File: src/rtl/eth_phy_10g_pcs_pkg.sv
// Shared constants and helpers for the 10GBASE-R receive PCS sync/health core.
package eth_phy_10g_pcs_pkg;

    // Sync header encodings; 2'b00 and 2'b11 are invalid
    localparam logic [1:0] SYNC_DATA = 2'b01;
    localparam logic [1:0] SYNC_CTRL = 2'b10;

    // Frame sync window and invalid-header tolerance while locked
    localparam int unsigned SH_WINDOW        = 64;
    localparam int unsigned SH_INVALID_LIMIT = 16;

    // BER monitor, error tally and watchdog limits
    localparam int unsigned BER_THRESHOLD  = 15;
    localparam int unsigned ERR_COUNT_MAX  = 127;
    localparam int unsigned WATCHDOG_LIMIT = 8;

    typedef enum logic [0:0] {
        StHunt,
        StLock
    } fs_state_e;

    function automatic logic hdr_is_valid(input logic [1:0] hdr);
        return (hdr == SYNC_DATA) || (hdr == SYNC_CTRL);
    endfunction

endpackage

File: src/rtl/eth_phy_10g_pcs_frame_sync.sv
// Block lock acquisition from sync headers, with SERDES bitslip on lock failure.
module eth_phy_10g_pcs_frame_sync
    import eth_phy_10g_pcs_pkg::*;
#(
    parameter int unsigned BITSLIP_HIGH_CYCLES = 1,
    parameter int unsigned BITSLIP_LOW_CYCLES  = 8
) (
    input  logic       clk_i,
    input  logic       rst_i,
    input  logic [1:0] hdr_i,
    output logic       bitslip_o,
    output logic       block_lock_o,
    output logic       block_lock_next_o
);

    localparam int unsigned SlipMax = (BITSLIP_LOW_CYCLES > BITSLIP_HIGH_CYCLES) ?
                                      BITSLIP_LOW_CYCLES : BITSLIP_HIGH_CYCLES;
    localparam int unsigned SlipW   = $clog2(SlipMax + 1);

    fs_state_e        state_q, state_d;
    logic [5:0]       sh_count_q, sh_count_d;
    logic [3:0]       sh_inv_q, sh_inv_d;
    logic [SlipW-1:0] slip_cnt_q, slip_cnt_d;
    logic             bitslip_q, bitslip_d;

    // Next-state: slip hold-off first, then end of slip pulse, then header evaluation
    always_comb begin
        state_d    = state_q;
        sh_count_d = sh_count_q;
        sh_inv_d   = sh_inv_q;
        slip_cnt_d = slip_cnt_q;
        bitslip_d  = bitslip_q;
        if (slip_cnt_q != '0) begin
            slip_cnt_d = slip_cnt_q - SlipW'(1);
        end else if (bitslip_q) begin
            bitslip_d  = 1'b0;
            slip_cnt_d = SlipW'(BITSLIP_LOW_CYCLES);
        end else if (hdr_is_valid(hdr_i)) begin
            sh_count_d = sh_count_q + 6'd1;
            if (sh_count_q == 6'(SH_WINDOW - 1)) begin
                sh_count_d = '0;
                sh_inv_d   = '0;
                if (sh_inv_q == '0) begin
                    state_d = StLock;
                end
            end
        end else begin
            sh_count_d = sh_count_q + 6'd1;
            sh_inv_d   = sh_inv_q + 4'd1;
            if (state_q != StLock || sh_inv_q == 4'(SH_INVALID_LIMIT - 1)) begin
                sh_count_d = '0;
                sh_inv_d   = '0;
                state_d    = StHunt;
                bitslip_d  = 1'b1;
                slip_cnt_d = SlipW'(BITSLIP_HIGH_CYCLES - 1);
            end else if (sh_count_q == 6'(SH_WINDOW - 1)) begin
                sh_count_d = '0;
                sh_inv_d   = '0;
            end
        end
    end

    // State registers
    always_ff @(posedge clk_i or posedge rst_i) begin
        if (rst_i) begin
            state_q    <= StHunt;
            sh_count_q <= '0;
            sh_inv_q   <= '0;
            slip_cnt_q <= '0;
            bitslip_q  <= 1'b0;
        end else begin
            state_q    <= state_d;
            sh_count_q <= sh_count_d;
            sh_inv_q   <= sh_inv_d;
            slip_cnt_q <= slip_cnt_d;
            bitslip_q  <= bitslip_d;
        end
    end

    assign bitslip_o         = bitslip_q;
    assign block_lock_o      = (state_q == StLock);
    // Lets the status logic drop in the same cycle that lock drops
    assign block_lock_next_o = (state_d == StLock);

endmodule

File: src/rtl/eth_phy_10g_pcs.sv
// 10GBASE-R receive PCS: frame sync, header BER monitor, link status and SERDES watchdog.
module eth_phy_10g_pcs
    import eth_phy_10g_pcs_pkg::*;
#(
    parameter int unsigned DATA_WIDTH          = 64,
    parameter int unsigned HDR_WIDTH           = 2,
    parameter int unsigned BITSLIP_HIGH_CYCLES = 1,
    parameter int unsigned BITSLIP_LOW_CYCLES  = 8,
    parameter int unsigned COUNT_125US         = 125
) (
    input  logic                  rx_clk,
    input  logic                  rx_rst,
    input  logic [DATA_WIDTH-1:0] serdes_rx_data,
    input  logic [HDR_WIDTH-1:0]  serdes_rx_hdr,
    output logic                  serdes_rx_bitslip,
    output logic                  serdes_rx_reset_req,
    output logic                  rx_block_lock,
    output logic                  rx_high_ber,
    output logic                  rx_status,
    output logic                  rx_bad_block,
    output logic [6:0]            rx_error_count
);

    localparam int unsigned TimerW = $clog2(COUNT_125US + 1);

    // Payload passes straight to the decoder; nothing here looks at it
    logic unused_data;
    assign unused_data = ^serdes_rx_data;

    logic              lock_next;
    logic              hdr_inv;
    logic              expiry;
    logic              link_ok;
    logic              win_all;
    logic [3:0]        ber_next;
    logic [6:0]        tally_next;

    logic [TimerW-1:0] timer_q, timer_d;
    logic [3:0]        ber_q, ber_d;
    logic [6:0]        tally_q, tally_d;
    logic [6:0]        err_q, err_d;
    logic              high_ber_q, high_ber_d;
    logic              status_q, status_d;
    logic              win_ok_q, win_ok_d;
    logic [2:0]        wd_q, wd_d;
    logic              req_q, req_d;
    logic              bad_q, bad_d;

    eth_phy_10g_pcs_frame_sync #(
        .BITSLIP_HIGH_CYCLES (BITSLIP_HIGH_CYCLES),
        .BITSLIP_LOW_CYCLES  (BITSLIP_LOW_CYCLES)
    ) u_frame_sync (
        .clk_i             (rx_clk),
        .rst_i             (rx_rst),
        .hdr_i             (serdes_rx_hdr),
        .bitslip_o         (serdes_rx_bitslip),
        .block_lock_o      (rx_block_lock),
        .block_lock_next_o (lock_next)
    );

    // BER window, error tally, link status and watchdog next-state
    always_comb begin
        hdr_inv    = !hdr_is_valid(serdes_rx_hdr);
        expiry     = (timer_q == '0);
        timer_d    = expiry ? TimerW'(COUNT_125US) : timer_q - TimerW'(1);
        ber_next   = (hdr_inv && ber_q != 4'(BER_THRESHOLD)) ? ber_q + 4'd1 : ber_q;
        tally_next = (hdr_inv && tally_q != 7'(ERR_COUNT_MAX)) ? tally_q + 7'd1 : tally_q;

        ber_d      = ber_next;
        tally_d    = tally_next;
        err_d      = err_q;
        high_ber_d = high_ber_q;
        if (ber_next == 4'(BER_THRESHOLD)) begin
            high_ber_d = 1'b1;
        end
        // The expiring cycle's header still belongs to the closing window
        if (expiry) begin
            ber_d   = '0;
            tally_d = '0;
            err_d   = tally_next;
            if (ber_next != 4'(BER_THRESHOLD)) begin
                high_ber_d = 1'b0;
            end
        end

        link_ok  = lock_next && !high_ber_d;
        win_all  = win_ok_q && link_ok;
        win_ok_d = expiry ? 1'b1 : win_all;
        status_d = status_q;
        if (!link_ok) begin
            status_d = 1'b0;
        end else if (expiry && win_all) begin
            status_d = 1'b1;
        end

        wd_d  = wd_q;
        req_d = 1'b0;
        if (status_d) begin
            wd_d = '0;
        end else if (expiry) begin
            if (wd_q == 3'(WATCHDOG_LIMIT - 1)) begin
                req_d = 1'b1;
                wd_d  = '0;
            end else begin
                wd_d = wd_q + 3'd1;
            end
        end

        bad_d = hdr_inv;
    end

    // Monitor registers
    always_ff @(posedge rx_clk or posedge rx_rst) begin
        if (rx_rst) begin
            timer_q    <= TimerW'(COUNT_125US);
            ber_q      <= '0;
            tally_q    <= '0;
            err_q      <= '0;
            high_ber_q <= 1'b0;
            status_q   <= 1'b0;
            win_ok_q   <= 1'b1;
            wd_q       <= '0;
            req_q      <= 1'b0;
            bad_q      <= 1'b0;
        end else begin
            timer_q    <= timer_d;
            ber_q      <= ber_d;
            tally_q    <= tally_d;
            err_q      <= err_d;
            high_ber_q <= high_ber_d;
            status_q   <= status_d;
            win_ok_q   <= win_ok_d;
            wd_q       <= wd_d;
            req_q      <= req_d;
            bad_q      <= bad_d;
        end
    end

    assign serdes_rx_reset_req = req_q;
    assign rx_high_ber         = high_ber_q;
    assign rx_status           = status_q;
    assign rx_bad_block        = bad_q;
    assign rx_error_count      = err_q;

endmodule

File: config.mk
export PLATFORM = sky130hd
export DESIGN_NAME = eth_phy_10g_pcs
export DESIGN_NICKNAME = d
export VERILOG_FILES = /design/src/rtl/eth_phy_10g_pcs_pkg.sv /design/src/rtl/eth_phy_10g_pcs_frame_sync.sv /design/src/rtl/eth_phy_10g_pcs.sv
export SDC_FILE = /design/constraint.sdc
export NUM_CORES = 1
export LEC_CHECK = 0
export BUFFER_PORTS_ARGS = -buffer_cell sky130_fd_sc_hd__buf_2
export CAP_MARGIN = 20
export CORE_MARGIN = 2
export CORE_UTILIZATION = 40
export CTS_CLUSTER_SIZE = 28
export DETAILED_ROUTE_END_ITERATION = 6
export GPL_TIMING_DRIVEN = 0
export PLACE_DENSITY = 0.66
export SYNTH_ARGS = -nofsm -noshare
export SYNTH_HDL_FRONTEND = slang
export SYNTH_SLANG_ARGS = --single-unit
File: constraint.sdc
create_clock -name rx_clk -period 3 [get_ports rx_clk]
set_input_delay 0.15 -clock rx_clk [delete_from_list [all_inputs] [get_ports rx_clk]]
set_output_delay 0.15 -clock rx_clk [all_outputs]
set_load 0.1 [all_outputs]
==> results.md <==
- Final wirelength: 4130 µm
- IO buf count: 16
- Launch point of the critical path: timer_q[1]
- Largest net degree at the start of global routing: 37
- Max rail drop VDD: ~240 µV
- Final core utilization: 46.9%
- CTS tree: built
- Fin Clk Skew: 0.00732 ns
- RSZ-0062 raised after global routing: no
- Critical path class: reg2reg
- Met1 GRT Util: 19.4%
- Post-synth top area cell: dfrtp_1
- Post-route cell area: 0.00260 mm²
- Async S/R FF share, synth: between 90% and 100%
- Worst Max-Slew Pin Slew: 0.698 ns
- Chip height: 80.0 µm
- Highest clock rate: 0.405 GHz
- Share of layout cells above drive strength 1: ~17%
- Initial antenna violation count: 0
- DP HPWL: 2970 µm
- Yosys reg bits: 49
- Worst slew margin: 53.0%
- Most frequent cell after synthesis: dfrtp_1
- Vias in the first global route: 1,559
- Die area: 0.00640 mm²
- Finish-stage setup viols: 0
- Initial Utilization: 41.7%
- First-pass GRT wire length: 7070 µm
- Post-Syn Instances: 222
- P per Cell Area: 774 mW/mm²
- GRT overflow: 0
- Layout net count: 323
- Sequential share of the synthesized area: 53.5%
- DR WL/cell: 12.9 µm
- # DRC: 0
- Avg Inst Size Synth: 10.4 µm²
- Clock transition at the registers of the reported paths: 0.09 ns
- Post-CTS setup buffer count: 0
- Mapped cell area: 0.00231 mm²
- Resize count post-CTS: 0
- Clock Latency Late Sink: 0.30 ns
- Leakage: 0.00121 µW
- Commonest cells post-synth: dfrtp_1 (42), nand2_1 (23), nor2_1 (20)
- Met3 Resource Use GR: 3.73%
- Clock Path Buffers: 2
- Startpoint Class: flip-flop
- Crit path DAT: 2.66 ns
- Grt peak-use layer: met2
- CP Max Fanout: 10
- Period utilization: 82.3%
- Root buf cell: clkbuf_8
- Row cnt: 27
- Cell variety after synth: 42
- Pwr Total: 2010 µW
- Syn_nets: just under 300
- Initial drt markers: 59
- Max-cap violations: 0
- Routability Congestion: 0.859
- Area contributors post-synth: dfrtp_1 (46%), dfstp_2 (8.0%), ha_1 (4.3%)
- Critical R2R Launch: timer_q[1]
- Num CTS Buffers: 5
- Htree depth: 2
- Core Footprint: 0.00554 mm²
- Diodes inserted: 0
- Post-route antenna net violation count: 0
- Hold WC Path Type: in2async
- Setup TNS Final: 0 ns
- Final number of hold-violating endpoints: 0
- Total global-route track usage: 14.3%
- Post-layout min period: 2.47 ns
- Die W: 80.0 µm
- Worst Setup End Kind: flip-flop
- Outcome: complete, no violations
- Vias: ~1,700
- Post-synth EDFFs: 0
- Met2 usage: between 20% and 30%
- CTS sink cnt: a little under 50
- Area delta synth->final: 12.4%
- Boundary Pins: 81
- WP data required: about 3.2 ns
- Vias per std cell: 5.28
- Max Slew Vio Count: 0
- Yosys top cell area share: 45.5%
- Detailed Routing Iterations Pass 1: 4
- Post-DP Area: 0.00250 mm²
- Synth Flop Type: dfrtp_1
- YS warnings: 0
-- cells in the final DEF, fill, tap and decap left out, drive strengths merged, types with 8 or more instances in the layout --
| master | count |
|---|---|
| dfrtp | 42 |
| nand2 | 23 |
| buf | 21 |
| nor2 | 20 |
| o21ai | 12 |
| a21oi | 10 |
| inv | 10 |
| ha | 8 |
| clkbuf | 8 |
-- cell type report --
class	count	area [µm²]
plain buffers	7	37.5
clock buffers	5	68.8
clock inverters	3	17.5
fillers	534	2940
inverters	10	37.5
multi-input cells	156	1000
flip-flops and latches	49	1230
well taps	72	90.1
repair buffers	18	110
-- through the flow --
stage,cells,hold WS (ns),setup slack (ns)
after detailed placement,311,0.129,0.504
after CTS,320,0.341,0.487
after global routing,320,0.368,0.302
after floorplan,222,0.426,0.740
final,320,0.340,0.531
after global placement,310,0.434,0.445
-- per-layer routing --
metal / up-vias / part of all wire (%)
met5: - / 0
met4: 0 / 1.3
met3: 4 / 2.9
met2: 20 / 46
met1: 813 / 50
li1: 854 / -
-- repair_timing --
item | in CTS | in global routing
hold endpoints to repair | 12 | 0
endpoints found under the setup margin | 0 | 0
hold buffers | 1 | 0
-- report_power, final --
part | leakage, µW | internal (µW) | total (µW) | switching [µW]
logic | 0.000554 | 240 | 685 | 445
registers | 0.000612 | 796 | 947 | 151
clock network | 0.0000439 | 161 | 377 | 216
-- sequential cells by signal, indices dropped and copies added (netlist names) --
signal,flops
rx_error_count,7
tally_q,7
timer_q,7
u_frame_sync.sh_count_q,6
ber_q,4
u_frame_sync.sh_inv_q,4
u_frame_sync.slip_cnt_q,4
wd_q,3
rx_bad_block,1
rx_high_ber,1
rx_status,1
serdes_rx_reset_req,1
u_frame_sync.bitslip_o,1
u_frame_sync.block_lock_o,1
win_ok_q,1
-- worst paths after layout --
path	to	slack, ns	cells past startpoint
max reg2reg	rx_error_count[1]	0.53	7
max in group asynchronous	timer_q[4]	2.11	4
min reg2reg	timer_q[0]	0.46	1
min in group rx_clk	ber_q[2]	0.42	4
max	rx_error_count[1]	0.53	7
min	rx_error_count[1]	0.34	3
-- critical path: stages, from the launching register on --
cell and delay (ns):
dfrtp_1 0.38, inv_1 0.05, ha_1 0.16, or3b_2 0.50, nor4_1 0.55, buf_2 0.34, buf_2 0.26, a21oi_1 0.09
-- logic make-up (layout without fill, tap and decap cells) --
| group | count (synthesis) | count (layout) | synth area share [%] |
|---|---|---|---|
| adder cells (fa/ha/maj) | 8 | 8 | 4.33 |
| buffers and inverters | 17 | 43 | 3.25 |
| AND/OR/NAND/NOR | 79 | 79 | 16.8 |
| AO/OA/AOI/OAI | 51 | 51 | 14.9 |
| multiplexers | 6 | 6 | 2.65 |
| XOR/XNOR | 12 | 12 | 4.55 |
| flip-flops | 49 | 49 | 53.5 |
Power figures use the tool's default switching activity.
